`config.mk`:
```
export PLATFORM = sky130hd
export DESIGN_NAME = demux_dispatch_ctrl
export DESIGN_NICKNAME = d
export VERILOG_FILES = /design/src/rtl/demux_dispatch_ctrl.sv
export SDC_FILE = /design/constraint.sdc
export NUM_CORES = 1
export LEC_CHECK = 0
export CAP_MARGIN = 20
export CORE_MARGIN = 1
export CORE_UTILIZATION = 34
export CTS_BUF_LIST = sky130_fd_sc_hd__clkbuf_4 sky130_fd_sc_hd__clkbuf_8
export DETAILED_ROUTE_END_ITERATION = 8
export HOLD_SLACK_MARGIN = 0.08
export PLACE_DENSITY = 0.49
export SETUP_SLACK_MARGIN = 0.05
export SLEW_MARGIN = 20
export SYNTH_ARGS = -nofsm -noshare
export SYNTH_HDL_FRONTEND = slang
export SYNTH_SLANG_ARGS = --single-unit
```
`constraint.sdc`:
```
create_clock -name clk -period 2.25 [get_ports clk]
set_input_delay 0.3375 -clock clk [delete_from_list [all_inputs] [get_ports clk]]
set_output_delay 0.3375 -clock clk [all_outputs]
set_load 0.05 [all_outputs]
```
`src/rtl/demux_dispatch_ctrl.sv`:
```
// Request sequencer for a 1:16 demux. Requests are queued in a small FIFO
// and each one is played out as a timed enable pulse on `a`. The select `s`
// only changes while `a` is low, so the demux never glitches onto a wrong output.
module demux_dispatch_ctrl #(
  parameter int unsigned LEN_W        = 8,
  parameter int unsigned FIFO_DEPTH   = 4,
  parameter int unsigned GUARD_CYCLES = 1
) (
  input  logic                        clk,
  input  logic                        rst_n,
  input  logic                        req_valid,
  output logic                        req_ready,
  input  logic [3:0]                  req_ch,
  input  logic [LEN_W-1:0]            req_len,
  input  logic                        abort,
  output logic                        a,
  output logic [3:0]                  s,
  output logic                        busy,
  output logic                        done,
  output logic [$clog2(FIFO_DEPTH):0] fifo_count
);

  localparam int unsigned PtrW   = $clog2(FIFO_DEPTH);
  localparam int unsigned CntW   = PtrW + 1;
  localparam int unsigned GuardW = (GUARD_CYCLES > 1) ? $clog2(GUARD_CYCLES) : 1;

  localparam logic [CntW-1:0]   Depth     = CntW'(FIFO_DEPTH);
  localparam logic [GuardW-1:0] GuardLast = GuardW'(GUARD_CYCLES - 1);

  typedef enum logic [1:0] {StIdle, StSetup, StActive, StGuard} state_e;

  // Request FIFO storage and pointers
  logic [3:0]       ch_mem_q  [FIFO_DEPTH];
  logic [LEN_W-1:0] len_mem_q [FIFO_DEPTH];
  logic [PtrW-1:0]  wr_ptr_q, wr_ptr_d;
  logic [PtrW-1:0]  rd_ptr_q, rd_ptr_d;
  logic [CntW-1:0]  count_q, count_d;

  // Sequencer state
  state_e           state_q, state_d;
  logic             a_q, a_d;
  logic [3:0]       s_q, s_d;
  logic             done_q, done_d;
  logic [LEN_W-1:0] cnt_q, cnt_d;
  logic [GuardW-1:0] guard_q, guard_d;

  logic             push;
  logic             pop;
  logic             fifo_empty;
  logic [3:0]       head_ch;
  logic [LEN_W-1:0] head_len;

  // Ready is a pure function of registered occupancy: no pass-through when full
  assign req_ready  = (count_q < Depth);
  assign push       = req_valid && req_ready && !abort;
  assign fifo_empty = (count_q == '0);
  assign head_ch    = ch_mem_q[rd_ptr_q];
  assign head_len   = len_mem_q[rd_ptr_q];

  assign a          = a_q;
  assign s          = s_q;
  assign done       = done_q;
  assign busy       = (state_q != StIdle);
  assign fifo_count = count_q;

  // FIFO payload write; contents need no reset since occupancy gates all reads
  always_ff @(posedge clk) begin
    if (push) begin
      ch_mem_q[wr_ptr_q]  <= req_ch;
      len_mem_q[wr_ptr_q] <= req_len;
    end
  end

  // FIFO pointer and occupancy next-state; abort empties the queue
  always_comb begin
    wr_ptr_d = wr_ptr_q;
    rd_ptr_d = rd_ptr_q;
    count_d  = count_q;
    if (abort) begin
      wr_ptr_d = '0;
      rd_ptr_d = '0;
      count_d  = '0;
    end else begin
      if (push) wr_ptr_d = wr_ptr_q + PtrW'(1);
      if (pop)  rd_ptr_d = rd_ptr_q + PtrW'(1);
      count_d = count_q + CntW'(push) - CntW'(pop);
    end
  end

  // FIFO pointer and occupancy registers
  always_ff @(posedge clk or negedge rst_n) begin
    if (!rst_n) begin
      wr_ptr_q <= '0;
      rd_ptr_q <= '0;
      count_q  <= '0;
    end else begin
      wr_ptr_q <= wr_ptr_d;
      rd_ptr_q <= rd_ptr_d;
      count_q  <= count_d;
    end
  end

  // Sequencer next-state: pop, setup, timed pulse, guard gap
  always_comb begin
    state_d = state_q;
    a_d     = a_q;
    s_d     = s_q;
    done_d  = 1'b0;
    cnt_d   = cnt_q;
    guard_d = guard_q;
    pop     = 1'b0;
    if (abort) begin
      // s deliberately keeps its value; no done for the cut-short pulse
      state_d = StIdle;
      a_d     = 1'b0;
      cnt_d   = '0;
      guard_d = '0;
    end else begin
      unique case (state_q)
        StIdle: begin
          a_d = 1'b0;
          if (!fifo_empty) begin
            pop     = 1'b1;
            s_d     = head_ch;
            cnt_d   = head_len;
            state_d = StSetup;
          end
        end
        StSetup: begin
          if (cnt_q != '0) begin
            a_d     = 1'b1;
            state_d = StActive;
          end else begin
            done_d  = 1'b1;
            guard_d = GuardLast;
            state_d = StGuard;
          end
        end
        StActive: begin
          // Counter is at least 1 here, so the decrement never wraps
          if (cnt_q <= LEN_W'(1)) begin
            a_d     = 1'b0;
            done_d  = 1'b1;
            cnt_d   = '0;
            guard_d = GuardLast;
            state_d = StGuard;
          end else begin
            cnt_d = cnt_q - LEN_W'(1);
          end
        end
        StGuard: begin
          a_d = 1'b0;
          if (guard_q == '0) begin
            if (!fifo_empty) begin
              pop     = 1'b1;
              s_d     = head_ch;
              cnt_d   = head_len;
              state_d = StSetup;
            end else begin
              state_d = StIdle;
            end
          end else begin
            guard_d = guard_q - GuardW'(1);
          end
        end
        default: begin
          a_d     = 1'b0;
          state_d = StIdle;
        end
      endcase
    end
  end

  // Sequencer registers; reset drops `a` immediately
  always_ff @(posedge clk or negedge rst_n) begin
    if (!rst_n) begin
      state_q <= StIdle;
      a_q     <= 1'b0;
      s_q     <= 4'd0;
      done_q  <= 1'b0;
      cnt_q   <= '0;
      guard_q <= '0;
    end else begin
      state_q <= state_d;
      a_q     <= a_d;
      s_q     <= s_d;
      done_q  <= done_d;
      cnt_q   <= cnt_d;
      guard_q <= guard_d;
    end
  end

endmodule

```
==> flow_metrics.py <==
metrics = {
    "final_layout": {
        "finalNonFillerCells": 385,
        "finalNetCount": 300,
        "diodes": 0,
        "regArea_um2": 2020,
        "drive_gt1_share_pct": 28.1,
        "multi_input_area_um2": 1180,
        "fillers": 851,
        "area_delta_synth_final_pct": 27.1,
    },
    "place": {
        "place_hpwl_mm": 4.13,
        "dp_slack_ps": -155,
        "gp_congestion": 0.750,
        "dp.cells": 369,
        "io_buffers": 26,
    },
    "critical_path": {
        "cpLargestDelayFamily": "adder cells",
        "crit_slowest_cell": "fa_2",
        "r2r_cells": 10,
        "crit_type": "register to register",
        "setup.worst_path.start": "state_q[1]$_DFFE_PN0P_",
        "timing.rr.start": "state_q[1]$_DFFE_PN0P_",
        "rrSetupSlack_ps": 20,
        "crit_chain": "inv_2 -> ha_4 -> or3_4 -> nor2_4 -> ha_4 -> inv_2 -> ha_4 -> inv_2 -> fa_2 -> nor2_1",
        "crit_path_max_incr_delay_ps": 500,
        "crit_required_ps": 2480,
        "rr_endpoint": "fifo_count[1]$_DFF_PN0_",
        "cp_max_fo": 2,
        "crit_path_end_kind": "register",
        "cp.arrival_ps": 2460,
        "start_kind": "register",
        "cp_num_buf_inv": 3,
    },
    "logic_synthesis": {
        "synthArstFlopShare_pct": 32.4,
        "syn_inst": 216,
        "ys_seq_area_share_pct": 62.6,
        "ys_top_cells_by_area": "edfxtp_1 45%, dfrtp_1 18%, mux4_2 8.4%",
        "synth_area_leader_cell": "edfxtp_1",
        "synth-main-ff-cell": "edfxtp_1",
        "synthMostInstantiatedCell": "edfxtp_1",
        "synth_enable_flop_cells": 48,
        "synth_nets": 247,
        "yosys-top-cells-count": "48 x edfxtp_1, 23 x dfrtp_1, 14 x ha_1, 14 x nor2_1",
        "synth_top_cell_area_share_pct": 44.7,
        "avgSynthCellArea_um2": 14.9,
        "synth_cell_type_count": 48,
        "netlist_area_um2": 3220,
        "ys_seq_elements": 71,
        "yosys_warnings": 0,
    },
    "flow_run": {
        "maxCapViolCount": 0,
    },
    "drt": {
        "drt_iter0_drc": 79,
        "wirelength_mm": 6.36,
        "wl_per_cell_um": 16.5,
        "dr.pass1.iters": 5,
        "viasPerCell": 4.96,
        "drc": 0,
        "vias": 1911,
        "ant_nets": 0,
    },
    "timing": {
        "achievable-frequency_mhz": 449,
        "drv_slew": 0,
        "period_share_pct": 98.9,
        "rsz0062_at_grt": "true",
        "finalHoldViolCount": 0,
        "tightestPinTransition_ps": 594,
        "post-route-min-period_ps": 2230,
        "setup_ws_ps": 24.6,
        "maxSlewHeadroom_pct": 60.4,
        "worst_clock_skew_ps": 9.51,
        "fin_setup_tns_ps": 0,
        "setup_viol": 0,
    },
    "cts": {
        "cts-hold-fix-buffers": 0,
        "path_clk_slew_ps": 80,
        "clk_latency_ps": 340,
        "cts_max_level": 3,
        "clock-sinks": 71,
        "root_buffer": "clkbuf_8",
        "cts_buffers": 9,
        "cts_setup_buffers": 0,
        "cts_buffer_depth": 2,
        "cts_tree": "built",
    },
    "hold_path": {
        "hp-class": "input port to asynchronous set/reset pin",
    },
    "floorplan": {
        "die_width_um": 99.4,
        "initial_core_util_pct": 35.0,
        "design.core.area_um2": 9200,
        "io_pins": 27,
        "fp-row-count": 35,
        "fp.dieH_um": 99.4,
        "die-area_um2": 9870,
    },
    "grt": {
        "grt_pass1_wl_mm": 10.4,
        "overflow": 0,
        "grt_use_total_pct": 14.2,
        "grt_antenna_before_repair": 0,
        "grt_pass1_vias": 2069,
        "grt_max_degree": 24,
    },
    "pwr": {
        "ir_worst_vdd_uv": 614,
        "total_leakage_power_nw": 1.54,
        "power_density_nw_per_um2": 1320,
    },
    "status": {
        "status": "finished clean",
    },
}
==> how the worst max path moves through the flow <==
stage / end / depth (start not counted)
floorplan: fifo_count[1]$_DFF_PN0_ / 11
global placement: fifo_count[1]$_DFF_PN0_ / 9
detailed placement: fifo_count[1]$_DFF_PN0_ / 9
CTS: fifo_count[1]$_DFF_PN0_ / 10
global route: fifo_count[2]$_DFF_PN0_ / 11
finish: fifo_count[1]$_DFF_PN0_ / 10
==> worst register-to-register path, delay by kind of cell, from the launching register on <==
family | cells | cell delay (ps)
buffers and inverters | 3 | 170
AND/OR/NAND/NOR | 3 | 530
adder cells (fa/ha/maj) | 4 | 1030
flip-flops | 1 | 390
==> final cells by class <==
cell class	count	share of cell area, %
multi-input combinational	123	28.8
timing repair buffer	51	11.2
tap	111	3.39
sequential	71	49.3
inverter	13	1.19
clock buffer	10	3.21
clock inverter	6	2.84
==> cells by family after synthesis <==
logic type	after synthesis	synth area share, %
compound gates	28	7.07
xor+xnor	5	1.36
fa+ha+maj	15	6.06
buf+inv	22	2.64
simple gates	53	8.66
flops	71	62.6
mux	22	11.6
==> timing repair <==
item                                   in CTS  in global routing
setup endpoints to repair                   2                  2
pin swaps                                   0                  1
resized for setup                           2                  7
endpoints found under the hold margin       0                  0
==> flip-flops by register name, indices dropped and copies added (netlist names) <==
name        count
a               1
ch_mem_q       16
cnt_q           8
done            1
fifo_count      3
len_mem_q      32
rd_ptr_q        2
s               4
state_q         2
wr_ptr_q        2
==> layer usage <==
metal	global-route usage [%]	wire (um)	vias to the layer above
li1	-	-	913
met1	18.8	3130	954
met2	22.2	2880	33
met3	2.81	182	11
met4	7.47	165	0
met5	0	0	-
==> report_power, final <==
part	total (W)	switching, W	internal, W	leakage (nW)
logic	0.00239	0.00129	0.00110	0.685
clock network	0.00125	0.000495	0.000759	0.125
registers	0.00179	0.000182	0.00160	0.734
==> layout by cell type (no fill, tap or decap), types with 2 or more instances in the layout <==
master / Yosys / final
buf_4: 0 / 24
and2_1: 5 / 5
inv_1: 12 / 8
ha_4: 0 / 3
mux2i_1: 6 / 6
xor2_1: 2 / 2
o41a_1: 2 / 2
dfrtp_1: 23 / 20
ha_1: 14 / 11
o21ai_0: 3 / 3
a31oi_1: 3 / 3
nor2b_1: 4 / 4
mux4_2: 12 / 12
nand2b_1: 4 / 4
clkdlybuf4s50_1: 0 / 26
dfrtp_2: 0 / 3
or3_1: 4 / 3
inv_6: 0 / 2
nand2_1: 8 / 8
a2bb2oi_1: 2 / 2
clkbuf_8: 0 / 9
o21ai_1: 3 / 3
nor3_1: 5 / 5
nor2_1: 14 / 13
bufinv_16: 0 / 3
edfxtp_1: 48 / 48
xnor2_1: 3 / 2
a21oi_1: 4 / 4
inv_2: 1 / 5
mux2_2: 3 / 3
==> stage by stage <==
stage / hold slack [ps] / util (%) / instance area [um^2] / power [W]
CTS: 356 / 44.1 / 4060 / 0.00541
global route: 385 / 44.6 / 4100 / 0.00577
detailed placement: 490 / 41.4 / 3800 / 0.00413
floorplan: 41.9 / - / 3240 / 0.00335
global placement: 478 / 41.4 / 3800 / 0.00413
finish: 358 / 44.6 / 4100 / 0.00543
Power figures use the tool's default switching activity.
